File: config.mk
export PLATFORM = sky130hd
export DESIGN_NAME = aes_round_ctrl_flat
export DESIGN_NICKNAME = d
export VERILOG_FILES = /design/src/rtl/aes_round_ctrl_if.sv /design/src/rtl/aes_round_ctrl.sv /design/src/flat_wrapper.sv
export SDC_FILE = /design/constraint.sdc
export NUM_CORES = 1
export LEC_CHECK = 0
export ABC_AREA = 1
export CORE_MARGIN = 4
export CORE_UTILIZATION = 55
export DETAILED_ROUTE_END_ITERATION = 10
export DONT_BUFFER_PORTS = 1
export PLACE_DENSITY = 0.67
export SETUP_SLACK_MARGIN = 0.5
export SYNTH_ARGS = -nofsm -noshare
export SYNTH_HDL_FRONTEND = slang
export SYNTH_SLANG_ARGS = --single-unit
File: constraint.sdc
create_clock -name clk -period 2.7 [get_ports clk]
set_input_delay 0.135 -clock clk [delete_from_list [all_inputs] [get_ports clk]]
set_output_delay 0.135 -clock clk [all_outputs]
set_load 0.02 [all_outputs]
File: src/rtl/aes_round_ctrl_if.sv
// aes_round_ctrl_if -- handshake and strobe bundle between the AES round
// controller and its environment.
//   start, key_ready, sub_flag : requests/status into the controller
//   sub_en, sr_en, mc_en, ark_en: datapath enables out of the controller
//   round_idx, busy, done, err : controller status
// modport slave  : the controller side
// modport master : the environment (key schedule, SubBytes, host) side
interface aes_round_ctrl_if;
  logic       start;
  logic       key_ready;
  logic       sub_flag;
  logic       sub_en;
  logic       sr_en;
  logic       mc_en;
  logic       ark_en;
  logic [3:0] round_idx;
  logic       busy;
  logic       done;
  logic       err;

  modport slave (
    input  start, key_ready, sub_flag,
    output sub_en, sr_en, mc_en, ark_en, round_idx, busy, done, err
  );

  modport master (
    output start, key_ready, sub_flag,
    input  sub_en, sr_en, mc_en, ark_en, round_idx, busy, done, err
  );
endinterface

File: src/rtl/aes_round_ctrl.sv
// aes_round_ctrl -- sequences one AES block encryption:
// initial AddRoundKey, then NR rounds of SubBytes/ShiftRows/MixColumns/
// AddRoundKey (the last round skips MixColumns). A watchdog bounds the
// time spent waiting on the serial SubBytes unit.
// Ports:
//   clk  : rising-edge clock
//   rst  : synchronous active-high reset
//   bus  : aes_round_ctrl_if.slave (start/key_ready/sub_flag in;
//          sub_en/sr_en/mc_en/ark_en/round_idx/busy/done/err out)
module aes_round_ctrl #(
  parameter int NR   = 10,
  parameter int WDOG = 15
) (
  input  logic              clk,
  input  logic              rst,
  aes_round_ctrl_if.slave   bus
);

  localparam int WW = $clog2(WDOG + 1);

  typedef enum logic [2:0] {
    S_IDLE     = 3'd0,
    S_INIT_ARK = 3'd1,
    S_SUB      = 3'd2,
    S_SR       = 3'd3,
    S_MC       = 3'd4,
    S_ARK      = 3'd5,
    S_DONE     = 3'd6,
    S_ERR      = 3'd7
  } state_t;

  state_t          state_r, state_s;
  logic [3:0]      round_r, round_s;
  logic [WW-1:0]   wdog_r, wdog_s;

  // Output flops are loaded from the next state so each strobe is
  // glitch-free and aligned with the state it belongs to.
  logic            sub_en_r, sr_en_r, mc_en_r, ark_pend_r;
  logic            busy_r, done_r, err_r;

  // Next-state, round index and watchdog logic.
  always_comb begin
    state_s = state_r;
    round_s = round_r;
    wdog_s  = wdog_r;
    case (state_r)
      S_IDLE: begin
        if (bus.start) begin
          state_s = S_INIT_ARK;
          round_s = 4'd0;
        end else begin
          state_s = S_IDLE;
        end
      end
      S_INIT_ARK: begin
        if (bus.key_ready) begin
          state_s = S_SUB;
          round_s = 4'd1;
          wdog_s  = {WW{1'b0}};
        end else begin
          state_s = S_INIT_ARK;
        end
      end
      S_SUB: begin
        wdog_s = wdog_r + {{(WW-1){1'b0}}, 1'b1};
        // sub_flag has priority over a simultaneous timeout.
        if (bus.sub_flag) begin
          state_s = S_SR;
        end else if (wdog_r == WW'(WDOG - 1)) begin
          state_s = S_ERR;
          round_s = 4'd0;
        end else begin
          state_s = S_SUB;
        end
      end
      S_SR: begin
        if (round_r < 4'(NR)) begin
          state_s = S_MC;
        end else begin
          state_s = S_ARK;
        end
      end
      S_MC: begin
        state_s = S_ARK;
      end
      S_ARK: begin
        if (!bus.key_ready) begin
          state_s = S_ARK;
        end else if (round_r == 4'(NR)) begin
          state_s = S_DONE;
        end else begin
          state_s = S_SUB;
          round_s = round_r + 4'd1;
          wdog_s  = {WW{1'b0}};
        end
      end
      S_DONE: begin
        state_s = S_IDLE;
      end
      S_ERR: begin
        state_s = S_IDLE;
      end
      default: begin
        state_s = S_IDLE;
        round_s = 4'd0;
        wdog_s  = {WW{1'b0}};
      end
    endcase
  end

  // State, counters and registered outputs.
  always_ff @(posedge clk) begin
    if (rst) begin
      state_r    <= S_IDLE;
      round_r    <= 4'd0;
      wdog_r     <= {WW{1'b0}};
      sub_en_r   <= 1'b0;
      sr_en_r    <= 1'b0;
      mc_en_r    <= 1'b0;
      ark_pend_r <= 1'b0;
      busy_r     <= 1'b0;
      done_r     <= 1'b0;
      err_r      <= 1'b0;
    end else begin
      state_r    <= state_s;
      round_r    <= round_s;
      wdog_r     <= wdog_s;
      sub_en_r   <= (state_s == S_SUB);
      sr_en_r    <= (state_s == S_SR);
      mc_en_r    <= (state_s == S_MC);
      ark_pend_r <= (state_s == S_INIT_ARK) || (state_s == S_ARK);
      busy_r     <= (state_s == S_INIT_ARK) || (state_s == S_SUB) ||
                    (state_s == S_SR) || (state_s == S_MC) ||
                    (state_s == S_ARK);
      done_r     <= (state_s == S_DONE);
      err_r      <= (state_s == S_ERR);
    end
  end

  // ark_en must drop in the very cycle key_ready is low, so it is the
  // registered "in an ARK state" flag qualified by the live key_ready.
  assign bus.ark_en    = ark_pend_r & bus.key_ready;
  assign bus.sub_en    = sub_en_r;
  assign bus.sr_en     = sr_en_r;
  assign bus.mc_en     = mc_en_r;
  assign bus.round_idx = round_r;
  assign bus.busy      = busy_r;
  assign bus.done      = done_r;
  assign bus.err       = err_r;

endmodule

File: src/flat_wrapper.sv
// flat-port wrapper written by rule: the top's interface ports become plain ports
module aes_round_ctrl_flat 
#(
  parameter int NR   = 10,
  parameter int WDOG = 15
)
  (clk, rst, bus_start, bus_key_ready, bus_sub_flag, bus_sub_en, bus_sr_en, bus_mc_en, bus_ark_en, bus_round_idx, bus_busy, bus_done, bus_err);
  aes_round_ctrl_if bus_i ();
  input  logic clk;
  input  logic rst;
  input wire logic [$bits(bus_i.start)-1:0] bus_start;
  input wire logic [$bits(bus_i.key_ready)-1:0] bus_key_ready;
  input wire logic [$bits(bus_i.sub_flag)-1:0] bus_sub_flag;
  output wire logic [$bits(bus_i.sub_en)-1:0] bus_sub_en;
  output wire logic [$bits(bus_i.sr_en)-1:0] bus_sr_en;
  output wire logic [$bits(bus_i.mc_en)-1:0] bus_mc_en;
  output wire logic [$bits(bus_i.ark_en)-1:0] bus_ark_en;
  output wire logic [$bits(bus_i.round_idx)-1:0] bus_round_idx;
  output wire logic [$bits(bus_i.busy)-1:0] bus_busy;
  output wire logic [$bits(bus_i.done)-1:0] bus_done;
  output wire logic [$bits(bus_i.err)-1:0] bus_err;
  assign bus_i.start = bus_start;
  assign bus_i.key_ready = bus_key_ready;
  assign bus_i.sub_flag = bus_sub_flag;
  assign bus_sub_en = bus_i.sub_en;
  assign bus_sr_en = bus_i.sr_en;
  assign bus_mc_en = bus_i.mc_en;
  assign bus_ark_en = bus_i.ark_en;
  assign bus_round_idx = bus_i.round_idx;
  assign bus_busy = bus_i.busy;
  assign bus_done = bus_i.done;
  assign bus_err = bus_i.err;
  aes_round_ctrl #(.NR(NR), .WDOG(WDOG)) u_core (.clk(clk), .rst(rst), .bus(bus_i));
endmodule
# Word-level counts from Yosys, hierarchy flattened
# Index checks and enable logic that the tools add are counted.
word_totals:
  regBits: 18
  out_inout_bits: 11
op_classes:
  addsub: 2
  magnitude_cmp: 1
  eq_ne: 22
  n_mux: 19
  n_bitwise: 1
  reduce_logical: 11
ops:
  columns: ["cell", "count"]
  rows:
  - ["2-to-1 mux 4 bit", 9]
  - ["== test 3 bit (second input constant)", 8]
  - ["one-hot mux 3 bit (7 select lines)", 1]
  - ["one-hot mux 4 bit (4 select lines)", 1]
  - ["== test 3 x 2 -> 1 bit (second input constant)", 4]
  - ["2-to-1 mux 3 bit", 4]
  - ["one-hot mux 4 bit (3 select lines)", 1]
  - ["!= test 2 bit (second input constant)", 5]
  - ["adder 4 x 1 -> 4 bit (second input constant)", 2]
  - ["== test 4 bit (second input constant)", 2]
  - ["AND reduction 7 bit", 1]
  - ["== test 3 x 1 -> 1 bit (second input constant)", 2]
  - ["logical OR 1 bit", 5]
  - ["less-than comparator 4 bit (second input constant)", 1]
  - ["AND reduction 4 bit", 1]
  - ["nonzero test 4 bit", 1]
  - ["logical NOT 3 bit", 1]
  - ["nonzero test 3 bit", 1]
  - ["2-to-1 mux 1 bit", 2]
  - ["2-to-1 mux 2 bit", 1]
  - ["!= test 2 x 1 -> 1 bit (second input constant)", 1]
  - ["OR reduction 2 bit", 1]
  - ["AND 1 bit", 1]

# Longest topological paths before layout
# Gate-level depths: netlist of run 1.
depth:
  ltp_word: 9
  ltp_mapped: 10
  ltp_nobuf: 10

# Worst setup path before layout of run 1
# Ideal clock, no wire load.
synth_path:
  path_kind: "register to register"
  startpoint: "reg u_core.round_r[0], in the netlist u_core.bus.round_idx[0]"
  endpoint: "reg u_core.busy_r, in the netlist u_core.bus.busy"
  arrival_ns: 1.309
  t_required_ns: 2.588
  setup_slack_ns: 1.279
  stages_incl_launch_ff: 11
  n_path_buf: 0
  synth_period_minus_slack_ns: 1.421
  path_cell_list: "dfxtp_1 > inv_1 > ha_1 > nand3_1 > nand2_1 > nand2_1 > nand3b_1 > nand2_2 > inv_2 > nand2_1 > nand2_1"
synth_between:
  elab_chain_cells: 9
  word_cells_on_any_way: 15
  classes_between: "1 x order compare; 6 x eq/ne; 4 x mux; 4 x reduce/logical"
synth_rtl:
  columns: ["element", "line", "text"]
  rows:
  - ["start: declaration", "aes_round_ctrl.sv:33", "logic [3:0] round_r, round_s;"]
  - ["start signal: assignment", "aes_round_ctrl.sv:126", "round_r <= round_s;"]
  - ["parallel branches: the longest is 3 deep, another holds less-than comparator 4 bit", null, null]
  - ["one-hot mux 3 bit (7 select lines) (*)", "aes_round_ctrl.sv:46", "case (state_r)"]
  - ["== test 3 x 1 -> 1 bit / == test 3 x 2 -> 1 bit (equally long branches)", "aes_round_ctrl.sv:132", "busy_r <= (state_s == S_INIT_ARK) || (state_s == S_SUB) ||"]
  - ["logical OR 1 bit (2 in series)", "aes_round_ctrl.sv:132", null]
  - ["logical OR 1 bit", "aes_round_ctrl.sv:133", "(state_s == S_SR) || (state_s == S_MC) ||"]
  - ["logical OR 1 bit (*)", "aes_round_ctrl.sv:133", null]
  - ["end signal: assignment", "aes_round_ctrl.sv:132", null]
  - ["end: declaration", "aes_round_ctrl.sv:39", "logic busy_r, done_r, err_r;"]
# Mark *: on every way between the ends.
# A chain may end at the register's enable or synchronous reset.

# Worst setup path after layout of run 1
# Same ends and word-level chain as after synthesis.

==> impl_metrics.py, run 1 <==
metrics = {
    "outcome": {
        "status": "complete, no violations",
    },
    "job": {
        "cap_viol_max_count": 0,
    },
    "sta": {
        "relSlewSlack_pct": 65.9,
        "min_period_ns": 1.57,
        "max_freq_mhz": 636,
        "finalCritPeriodShare_pct": 58.2,
        "clock_skew_ns": 0.00311,
        "finalHoldViolCount": 0,
        "rsz0062_at_grt": "false",
        "final.setup.tns_ns": 0,
        "tightest_slew_ns": 0.509,
        "fin_ws_ns": 1.13,
        "drv_slew": 0,
        "setup_viol": 0,
    },
    "worst_setup_path": {
        "critPathKind": "reg -> reg",
        "crit_path_max_fanout": 7,
        "arrival_ns": 1.77,
        "crit_required_ns": 2.90,
        "cp-start-kind": "flop",
        "cp-end-kind": "flop",
    },
    "clock_network": {
        "cts_num_sinks": 18,
        "ctsRootBufferMaster": "clkbuf_4",
        "cts_max_level": 1,
        "clk_latency_ns": 0.29,
        "postCtsSetupBuffers": 0,
        "path_clk_slew_ns": 0.10,
        "numCtsBuffers": 3,
        "clock_path_buffers": 2,
        "cts_tree": "yes",
    },
    "place": {
        "dp_slack_ns": 1.16,
        "place_hpwl_um": 1400,
        "port_buffers": 0,
        "gp_congestion": 0.863,
    },
    "global_route": {
        "grt_overflow": 0,
        "grt_pass1_wl_um": 3260,
        "grt_max_degree": 14,
        "track_usage_pct": 17.6,
        "grt_pass1_vias": 762,
        "grt_antenna_before_repair": 0,
    },
    "finish": {
        "register_area_um2": 360,
        "fillers": 148,
        "final_nets": 147,
        "antenna_cells": 0,
        "drive_above_1_share_pct": 15.3,
        "multi_input_area_um2": 509,
        "areaGrowthSynthToFinish_pct": 7.68,
    },
    "synth": {
        "syn-instance-count": 132,
        "synth_compound_area_share_pct": 4.90,
        "synth_top_family_by_area": "simple AND/OR/NAND/NOR gates",
        "synth_warnings": 0,
        "synth.area.mux_share_pct": 0,
        "seq_area_frac_synth_pct": 38.1,
        "synth-seq-cells": 18,
        "synth.distinct_cells": 25,
        "postSynth.asyncResetShare_pct": 0,
        "syn_avg_cell_area_um2": 7.16,
        "synthSimpleGateAreaFrac_pct": 41.9,
        "synth_nets": 141,
        "synth_ff_type": "dfxtp_1",
        "netlist_area_um2": 945,
        "synthAdderAreaFrac_pct": 5.30,
        "synth-xor-area-share_pct": 1.85,
        "synth-edff-count": 0,
    },
    "floorplanning": {
        "rows": 14,
        "fp.coreArea_um2": 1560,
        "floorplan.initialDensity_pct": 60.6,
        "pin_count": 16,
        "die_y_um": 49.4,
        "die_area_um2": 2440,
        "die_x_um": 49.4,
    },
    "route": {
        "drt_iter0_markers": 31,
        "avgViaCountPerCell": 5.21,
        "postRouteAntennaNets": 0,
        "post_drt_wl_per_cell_um": 12.2,
        "remaining_drc_errors": 0,
        "routed_wl_um": 1860,
        "vias": 797,
        "drt_pass1_iterations": 4,
    },
    "hold_path": {
        "worstHoldPathType": "in -> reg",
    },
    "power": {
        "p_per_area_nw_per_um2": 559,
        "vdd_drop_max_mv": 0.358,
        "finalPower_uw": 568,
        "p_leak_uw": 0.000460,
    },
}
## metal layers
metal / track usage, % / vias to the layer above / share of wire (%)
met5: 0 / - / 0
met4: 9.68 / 0 / 2.4
met3: 4.59 / 5 / 4.2
met2: 28.3 / 16 / 46
met1: 21.2 / 353 / 47
li1: - / 423 / -
## through the flow
step	util (%)	hold slack [ns]	std cells	area, um^2
detailed placement	61.6	0.201	147	961
global route	65.2	0.00775	153	1020
floorplan	-	0.197	132	945
CTS	65.2	0.00921	153	1020
global placement	61.6	0.200	147	961
finish	65.2	0.0185	153	1020
## worst paths after layout
path | start | to | slack, ns | cells after the start
max | u_core.bus.round_idx[0] | u_core.bus.busy | 1.13 | 10
min | rst | u_core.state_r[2] | 0.02 | 3
max reg2reg | u_core.bus.round_idx[0] | u_core.bus.busy | 1.13 | 10
min reg2reg | u_core.wdog_r[1] | u_core.wdog_r[1] | 0.51 | 2
## repair_timing
action,4_1_cts,5_1_grt
hold buffers,2,0
gates resized for setup,0,0
endpoints found under the hold margin,13,0
## state kept, by name, indices dropped and copies added, names as in the netlist
register and count:
u_core.bus.sr_en 1, u_core.bus.err 1, u_core.bus.busy 1, u_core.bus.mc_en 1, u_core.bus.sub_en 1, u_core.bus.done 1
u_core.ark_pend_r 1, u_core.wdog_r 4, u_core.state_r 3, u_core.bus.round_idx 4
## area by class of cell
| type | instances | share of cell area, % |
|---|---|---|
| well taps | 16 | 1.97 |
| inverters | 19 | 7.01 |
| repair buffers | 2 | 1.97 |
| clock buffers | 4 | 3.57 |
| multi-input cells | 94 | 50.1 |
| flip-flops and latches | 18 | 35.4 |
## synth_stat cells, types with 2 or more instances
cell,count,area [um^2]
nor3_1,2,10.0
nand2_2,4,25.0
nand3b_1,2,15.0
nand2_1,34,128
nand4_1,2,12.5
nor2_2,3,18.8
inv_1,16,60.1
dfxtp_1,18,360
nand3_1,12,60.1
or2_2,2,12.5
inv_2,3,11.3
nor2_1,13,48.8
a21oi_1,6,30.0
ha_1,4,50.1
## critical path, cell delays in order, from the launching register on
cell and delay [ns]:
dfxtp_1 0.56, inv_1 0.09, ha_1 0.20, nand3_1 0.14, nand2_1 0.07, nand2_1 0.06, nand3b_1 0.11, nand2_2 0.10
inv_2 0.04, nand2_1 0.04, nand2_1 0.05
## placed cells by master, fill, tap and decap left out, drive strengths merged
| cell type | n |
|---|---|
| or2 | 3 |
| nand3b | 2 |
| nand4 | 2 |
| a211oi | 1 |
| nand2 | 39 |
| clkbuf | 4 |
| dfxtp | 18 |
| nor2b | 1 |
| nand3 | 13 |
| a21oi | 7 |
| nor2 | 18 |
| nor3 | 2 |
| inv | 19 |
| dlygate4sd3 | 2 |
| xor2 | 1 |
| ha | 4 |
| xnor2 | 1 |
## power breakdown
group          internal (uW)  switching, uW  leakage (uW)
clock                   82.2           82.1     0.0000210
sequential               280           27.6      0.000146
combinational           33.7           63.0      0.000293
total                    396            173      0.000460
## cell families after synthesis
kind of cell	count (synthesis)
DFF	18
adders and majority gates	4
AOI/OAI and AO/OA	8
buffers and inverters	20
and+or+nand+nor	80
xor gates and xnor gates	2
Power figures use the tool's default switching activity.
==> run 2: changes to the inputs <==
- clock period: 2.7 -> 1.55 ns (I/O delays scaled with it)
==> run 2 against run 1 <==
Net effect:
- the flow now finishes with violations (hold timing)
- first-iteration DRC count fell by 71%
- power rose by 81%
- critical path depth is the same
- clock-buffer cell count is the same
==> impl_metrics.py, run 2 (same netlist as run 1, synthesis figures left out) <==
metrics = {
    "sta": {
        "min_period_ns": 1.28,
        "finalHoldViolCount": 15,
        "drv_slew": 0,
        "finalCritPeriodShare_pct": 82.7,
        "setup_viol": 0,
        "clock_skew_ns": 0.00190,
        "rsz0062_at_grt": "true",
        "tightest_slew_ns": 0.232,
        "fin_ws_ns": 0.268,
        "max_freq_mhz": 780,
        "final.setup.tns_ns": 0,
        "relSlewSlack_pct": 84.5,
        "holdWs_ns": -0.173,
    },
    "route": {
        "drt_iter0_markers": 9,
        "routed_wl_um": 1910,
        "remaining_drc_errors": 0,
        "avgViaCountPerCell": 5.23,
        "vias": 821,
        "drt_pass1_iterations": 4,
        "postRouteAntennaNets": 0,
        "post_drt_wl_per_cell_um": 12.1,
    },
    "power": {
        "p_leak_uw": 0.000505,
        "vdd_drop_max_mv": 0.514,
        "combPwrFrac_pct": 20.5,
        "power_frac_clock_pct": 27.6,
        "switching_power_uw": 315,
        "p_per_area_nw_per_um2": 882,
        "swShare_pct": 30.6,
        "power_frac_seq_pct": 52.0,
        "internal_power_uw": 716,
        "finalPower_uw": 1030,
    },
    "clock_network": {
        "cts_num_sinks": 18,
        "clk_latency_ns": 0.29,
        "numCtsBuffers": 3,
        "cts_max_level": 1,
        "cts_tree": "yes",
        "clock_path_buffers": 2,
        "path_clk_slew_ns": 0.10,
        "ctsRootBufferMaster": "clkbuf_4",
    },
    "finish": {
        "areaGrowthSynthToFinish_pct": 23.7,
        "drive_above_1_share_pct": 36.2,
        "final_cell_mix": "nand2_1 (31), inv_1 (13), nor2_1 (12)",
        "final_cells": 157,
        "utilization_pct": 75.0,
        "antenna_cells": 0,
        "final_common_cell": "nand2_1",
        "final_nets": 151,
    },
    "floorplanning": {
        "die_y_um": 49.4,
        "die_area_um2": 2440,
        "die_x_um": 49.4,
        "fp.coreArea_um2": 1560,
        "floorplan.initialDensity_pct": 60.6,
        "rows": 14,
        "pin_count": 16,
    },
    "place": {
        "gp_congestion": 0.792,
        "port_buffers": 0,
        "dp_slack_ns": 0.276,
        "dp.cells": 147,
        "place_hpwl_um": 1380,
    },
    "global_route": {
        "grt_pass1_vias": 757,
        "grt.busiest_layer": "met2",
        "grt_overflow": 0,
        "grt_pass1_wl_um": 3210,
        "met2_usage_pct": 27.7,
        "grt_antenna_before_repair": 0,
        "grtUsageMet1_pct": 20.1,
        "track_usage_pct": 16.7,
        "grt_use_met3_pct": 3.36,
        "grt_max_degree": 16,
    },
    "hold_path": {
        "worstHoldPathType": "in -> reg",
    },
    "worst_setup_path": {
        "critPathKind": "reg -> reg",
        "slowest_stage": "dfxtp_4",
        "crit_required_ns": 1.75,
        "crit_path_cell_trace": "inv_2, ha_4, nand3_4, nand2_1, nand2_1, nand3b_1, nand2_2, inv_2, nand2_1, nand2_1",
        "slowest_delay_ns": 0.43,
        "cp-start-kind": "flop",
        "crit_path_frequent_cell": "nand2_1",
        "cp-end-kind": "flop",
        "crit_path_max_fanout": 7,
        "arrival_ns": 1.48,
    },
    "job": {
        "cap_viol_max_count": 0,
    },
    "outcome": {
        "violations": "hold timing",
        "status": "complete, but fails checks",
    },
}
## run 2: worst max-delay path, delay by kind of cell, from the launching register on
kind,cells,cell delay (ns)
flip-flops,1,0.43
AND/OR/NAND/NOR,7,0.51
adder cells (fa/ha/maj),1,0.16
buffers and inverters,2,0.10
## run 2: final timing paths
kind                                 from          endpoint  slack (ns)  depth (start not counted)
setup / recovery  u_core.bus.round_idx[0]   u_core.bus.busy        0.27                         10
hold / removal                        rst  u_core.wdog_r[1]       -0.17                          1
setup reg to reg  u_core.bus.round_idx[0]   u_core.bus.busy        0.27                         10
hold reg to reg          u_core.wdog_r[1]  u_core.wdog_r[1]        0.51                          2
## run 2: per-layer routing
metal	up-vias	routed length, um
met5	-	0
met4	0	38
met3	5	52
met2	14	917
met1	368	896
li1	434	-
## run 2: through the flow
stage / hold slack, ns / area [um^2]
after CTS: -0.185 / 1120
after global placement: 0.136 / 1030
after detailed placement: 0.138 / 1030
final: -0.173 / 1170
after global routing: -0.199 / 1170
after floorplan: 0.133 / 1020
## run 2: power by group through the flow
stage / Clock, uW / Combinational, uW / Sequential (uW)
floorplan: 0 / 151 / 543
finish: 284 / 211 / 536
global route: 318 / 235 / 541
detailed placement: 0 / 175 / 550
CTS: 292 / 191 / 535
global placement: 0 / 173 / 550
## run 2: repair_timing
item	CTS	global route
endpoints found under the setup margin	17	17
endpoints found under the hold margin	18	18
setup buffers	4	1
pin swaps	10	7
resized for setup	7	10
## run 2: cell type report
type                            count  area [um^2]
Multi-Input combinational cell     94          602
Fill cell                         112          390
Sequential cell                    18          384
Clock buffer                        4         36.3
Timing Repair Buffer                6         55.1
Inverter                           19         71.3
Tap cell                           16         20.0
==> run 3: changes to the inputs <==
- ABC_AREA: 1 -> 0
- clock period: 1.55 -> 1.2 ns (I/O delays scaled with it)
==> run 3 against run 2 <==
Net effect:
- the run now fails in 5_1_grt
- synthesized cell count down 23%
- area after synthesis shrank 5.6%
==> impl_metrics.py, run 3 <==
metrics = {
    "synth": {
        "postSynth.asyncResetShare_pct": 0,
        "synth-seq-cells": 18,
        "seq_area_frac_synth_pct": 40.4,
        "syn_avg_cell_area_um2": 8.83,
        "synth.largest_area_cell": "dfxtp_1",
        "synth.distinct_cells": 35,
        "synthAdderAreaFrac_pct": 5.61,
        "synth_area_leaders": "dfxtp_1 (40%), nor2_1 (5.9%), ha_1 (5.6%), a21oi_1 (3.4%), o21ai_0 (3.4%)",
        "synth-xor-area-share_pct": 0,
        "synthSimpleGateAreaFrac_pct": 28.2,
        "synth_commonest_cells": "dfxtp_1 (18), nor2_1 (14), a21oi_1 (6), o21ai_0 (6), inv_1 (5)",
        "synth_top_area_share_pct": 40.4,
        "synth.area.mux_share_pct": 0,
        "synth_compound_area_share_pct": 21.0,
        "syn-instance-count": 101,
        "synth_nets": 110,
        "synth_top_family_by_area": "simple AND/OR/NAND/NOR gates",
        "synth_warnings": 0,
        "synth_ff_type": "dfxtp_1",
        "synth_most_common_cell": "dfxtp_1",
        "synth-edff-count": 0,
        "netlist_area_um2": 892,
    },
    "global_route": {
        "grt_max_degree": 18,
    },
    "clock_network": {
        "cts_max_level": 1,
        "numCtsBuffers": 3,
        "ctsRootBufferMaster": "clkbuf_4",
        "cts_num_sinks": 18,
        "clock_path_buffers": 2,
    },
    "outcome": {
        "status": "did not finish",
        "error": "[ERROR DPL-0038] Utilization greater than 100%, impossible to legalize",
        "lastStage": "5_1_grt",
    },
    "sta": {
        "endpoint_type": "register data pin",
        "crit_endpoint": "u_core.bus.round_idx[1]$_SDFFE_PP0P_/D",
    },
    "floorplanning": {
        "pin_count": 16,
        "rows": 14,
        "die_x_um": 48.3,
        "die_y_um": 48.3,
        "floorplan.initialDensity_pct": 58.5,
    },
    "place": {
        "dp.cells": 142,
        "port_buffers": 0,
        "gp_congestion": 0.833,
        "placed_area_um2": 1150,
        "place_hpwl_um": 1620,
        "dp_slack_ns": -0.379,
    },
}
-- run 3: cell types whose count changed after synthesis, moves of 3 or more --
| cell | delta |
|---|---|
| nand3_1 | -10 |
| nor2_2 | -3 |
| inv_2 | -3 |
| nand2_1 | -32 |
| inv_1 | -11 |
| nand2_2 | -4 |
| nor4_1 | +4 |
| a21o_1 | +3 |
| o21ai_0 | +6 |
-- run 3: cell families after synthesis --
kind of cell / count (synthesis)
and+or+nand+nor: 43
buffers and inverters: 9
DFF: 18
AOI/OAI and AO/OA: 27
adders and majority gates: 4
-- run 3: repair_timing --
action	4_1_cts
pin swaps	14
hold buffers	1
setup buffers	4
gates resized for setup	49
hold endpoints to repair	18
cloned	0
endpoints found under the setup margin	29
-- run 3: stage by stage --
step           util (%)  setup TNS, ns  hold slack (ns)
3_5_place_dp       75.6          -3.97            0.126
3_3_place_gp       75.6          -3.40            0.123
2_1_floorplan         -          -1.61            0.301
4_1_cts            90.4          -3.14           -0.191
==> run 4: changes to the inputs <==
- CORE_AREA: default -> 4 4 65 67
- CORE_MARGIN: 4 -> default
- CORE_UTILIZATION: 55 -> default
- DIE_AREA: default -> 0 0 69 71
- PLACE_DENSITY: 0.67 -> default
- PLACE_DENSITY_LB_ADDON: default -> 0.15
- SETUP_SLACK_MARGIN: 0.5 -> default
==> run 4 against run 3 <==
Net effect:
- area after synthesis did not move
- the flow now finishes, with violations (hold timing, setup timing)
- synthesized cell count unchanged
==> impl_metrics.py, run 4 <==
metrics = {
    "route": {
        "remaining_drc_errors": 0,
        "drt_iter0_markers": 21,
        "post_drt_wl_per_cell_um": 13.6,
        "routed_wl_um": 2540,
        "postRouteAntennaNets": 0,
        "vias": 905,
        "avgViaCountPerCell": 4.87,
        "drt_pass1_iterations": 4,
    },
    "synth": {
        "synth.distinct_cells": 35,
        "seq_area_frac_synth_pct": 40.4,
        "synth_nets": 110,
        "netlist_area_um2": 892,
        "postSynth.asyncResetShare_pct": 0,
        "synth-seq-cells": 18,
        "synth_most_common_cell": "dfxtp_1",
        "syn-instance-count": 101,
        "synth_area_leaders": "dfxtp_1 (40%), nor2_1 (5.9%), ha_1 (5.6%), a21oi_1 (3.4%), o21ai_0 (3.4%)",
        "syn_avg_cell_area_um2": 8.83,
        "synth_ff_type": "dfxtp_1",
        "synth_warnings": 0,
        "synth_commonest_cells": "dfxtp_1 (18), nor2_1 (14), a21oi_1 (6), o21ai_0 (6), inv_1 (5)",
        "synth.largest_area_cell": "dfxtp_1",
        "synth_top_area_share_pct": 40.4,
        "synth-edff-count": 0,
    },
    "sta": {
        "rsz0062_at_grt": "true",
        "finalHoldViolCount": 15,
        "tightest_slew_ns": 0.309,
        "drv_slew": 0,
        "clock_skew_ns": 0.00721,
        "max_freq_mhz": 658,
        "finalCritPeriodShare_pct": 127,
        "relSlewSlack_pct": 79.1,
        "holdWs_ns": -0.145,
        "fin_ws_ns": -0.320,
        "setup_viol": 18,
        "min_period_ns": 1.52,
    },
    "power": {
        "vdd_drop_max_mv": 0.371,
        "p_per_area_nw_per_um2": 1020,
        "p_leak_uw": 0.000572,
    },
    "job": {
        "cap_viol_max_count": 0,
    },
    "global_route": {
        "grt_antenna_before_repair": 0,
        "track_usage_pct": 10.2,
        "grt_pass1_vias": 858,
        "grt_pass1_wl_um": 4050,
        "grt_overflow": 0,
        "grt_max_degree": 18,
    },
    "floorplanning": {
        "fp.coreArea_um2": 3630,
        "die_area_um2": 4900,
        "floorplan.initialDensity_pct": 24.6,
        "die_y_um": 71,
        "pin_count": 16,
        "rows": 22,
        "die_x_um": 69,
    },
    "clock_network": {
        "ctsRootBufferMaster": "clkbuf_8",
        "clk_latency_ns": 0.26,
        "cts_num_sinks": 18,
        "numCtsBuffers": 3,
        "clock_path_buffers": 2,
        "cts_max_level": 1,
        "cts_tree": "yes",
        "path_clk_slew_ns": 0.08,
    },
    "outcome": {
        "violations": "hold timing, setup timing",
        "status": "complete, but fails checks",
    },
    "finish": {
        "areaGrowthSynthToFinish_pct": 64.4,
        "final_common_cell": "buf_4",
        "final_nets": 148,
        "final_cell_mix": "buf_4 (32), dfxtp_1 (10), nor2_1 (9)",
        "antenna_cells": 0,
        "design_area_um2": 1470,
        "drive_above_1_share_pct": 60.1,
    },
    "hold_path": {
        "hold_path_depth": 1,
        "worstHoldPathType": "in -> reg",
    },
    "worst_setup_path": {
        "worstReg2RegStart": "u_core.wdog_r[0]",
        "r2r_slack_ns": -0.32,
        "cp-end-kind": "flop",
        "rr_worst_depth": 6,
        "cp-endpoint": "u_core.bus.round_idx[1]",
        "cp-start-kind": "flop",
        "reg2reg_to": "u_core.bus.round_idx[1]",
        "crit_required_ns": 1.38,
        "critPathLaunch": "u_core.wdog_r[0]",
        "critPathKind": "reg -> reg",
        "arrival_ns": 1.70,
        "crit_path_max_fanout": 6,
    },
    "place": {
        "placed_area_um2": 1190,
        "port_buffers": 0,
        "dp_slack_ns": -0.357,
        "place_hpwl_um": 1850,
        "gp_congestion": 0.720,
    },
}
[run 4: cell counts after synthesis]
Identical to the previous run, type by type.
[run 4: worst min path at each step]
stage	start	slack [ns]	endpoint
after floorplan	bus_start	0.30	u_core.bus.mc_en
after detailed placement	rst	0.13	u_core.bus.round_idx[1]
after global placement	rst	0.12	u_core.bus.round_idx[1]
after global routing	rst	-0.15	u_core.state_r[2]
after CTS	rst	-0.15	u_core.bus.round_idx[0]
final	rst	-0.14	u_core.bus.round_idx[0]
[run 4: cell families (layout without fill, tap and decap cells)]
family | Yosys count | count (layout) | synth area share [%]
AND/OR/NAND/NOR | 43 | 43 | 28.2
AO/OA/AOI/OAI | 27 | 27 | 21.0
flip-flops | 18 | 18 | 40.4
buffers and inverters | 9 | 46 | 4.77
adder cells (fa/ha/maj) | 4 | 4 | 5.61
[run 4: metal layers]
metal | wire length, um | share of wire (%) | track usage (%) | vias to the layer above
met5 | 0 | 0 | 0 | -
met4 | 23 | 0.91 | 3.90 | 0
met3 | 102 | 4.0 | 2.27 | 2
met2 | 1340 | 53 | 17.9 | 16
met1 | 1080 | 42 | 11.9 | 442
li1 | - | - | - | 445
[run 4: report_power, final]
group / switching, uW / internal, uW
Clock: 223 / 292
Combinational: 158 / 170
Sequential: 37.9 / 623
[run 4: area by class of cell]
cell class                 instances  area [um^2]
clock buffer                       4         55.1
fill                             378         2170
inverter                           5         21.3
multi-input combinational         74          653
sequential                        18          380
tap                               48         60.1
timing repair buffer              37          297
[run 4: what timing repair did]
item	in CTS	in global routing
setup endpoints to repair	17	17
endpoints found under the hold margin	15	15
gates cloned	0	0
buffers inserted	4	6
gates resized for setup	27	15
pin swaps	9	7
[run 4: worst max-delay path, stage by stage, from the launching register on]
cell and delay, ns:
dfxtp_2 0.32, inv_2 0.06, ha_4 0.13, nand4b_1 0.12
a21o_1 0.23, or4_1 0.47, a21oi_1 0.12
[run 4: through the flow]
| step | total power, uW | cells | TNS, ns | utilization, % |
|---|---|---|---|---|
| floorplan | 832 | 101 | -1.56 | - |
| global placement | 918 | 174 | -3.44 | 32.8 |
| detailed placement | 920 | 174 | -3.66 | 32.8 |
| CTS | 1480 | 180 | -2.68 | 37.6 |
| global route | 1570 | 186 | -4.10 | 40.4 |
| finish | 1500 | 186 | -2.57 | 40.4 |
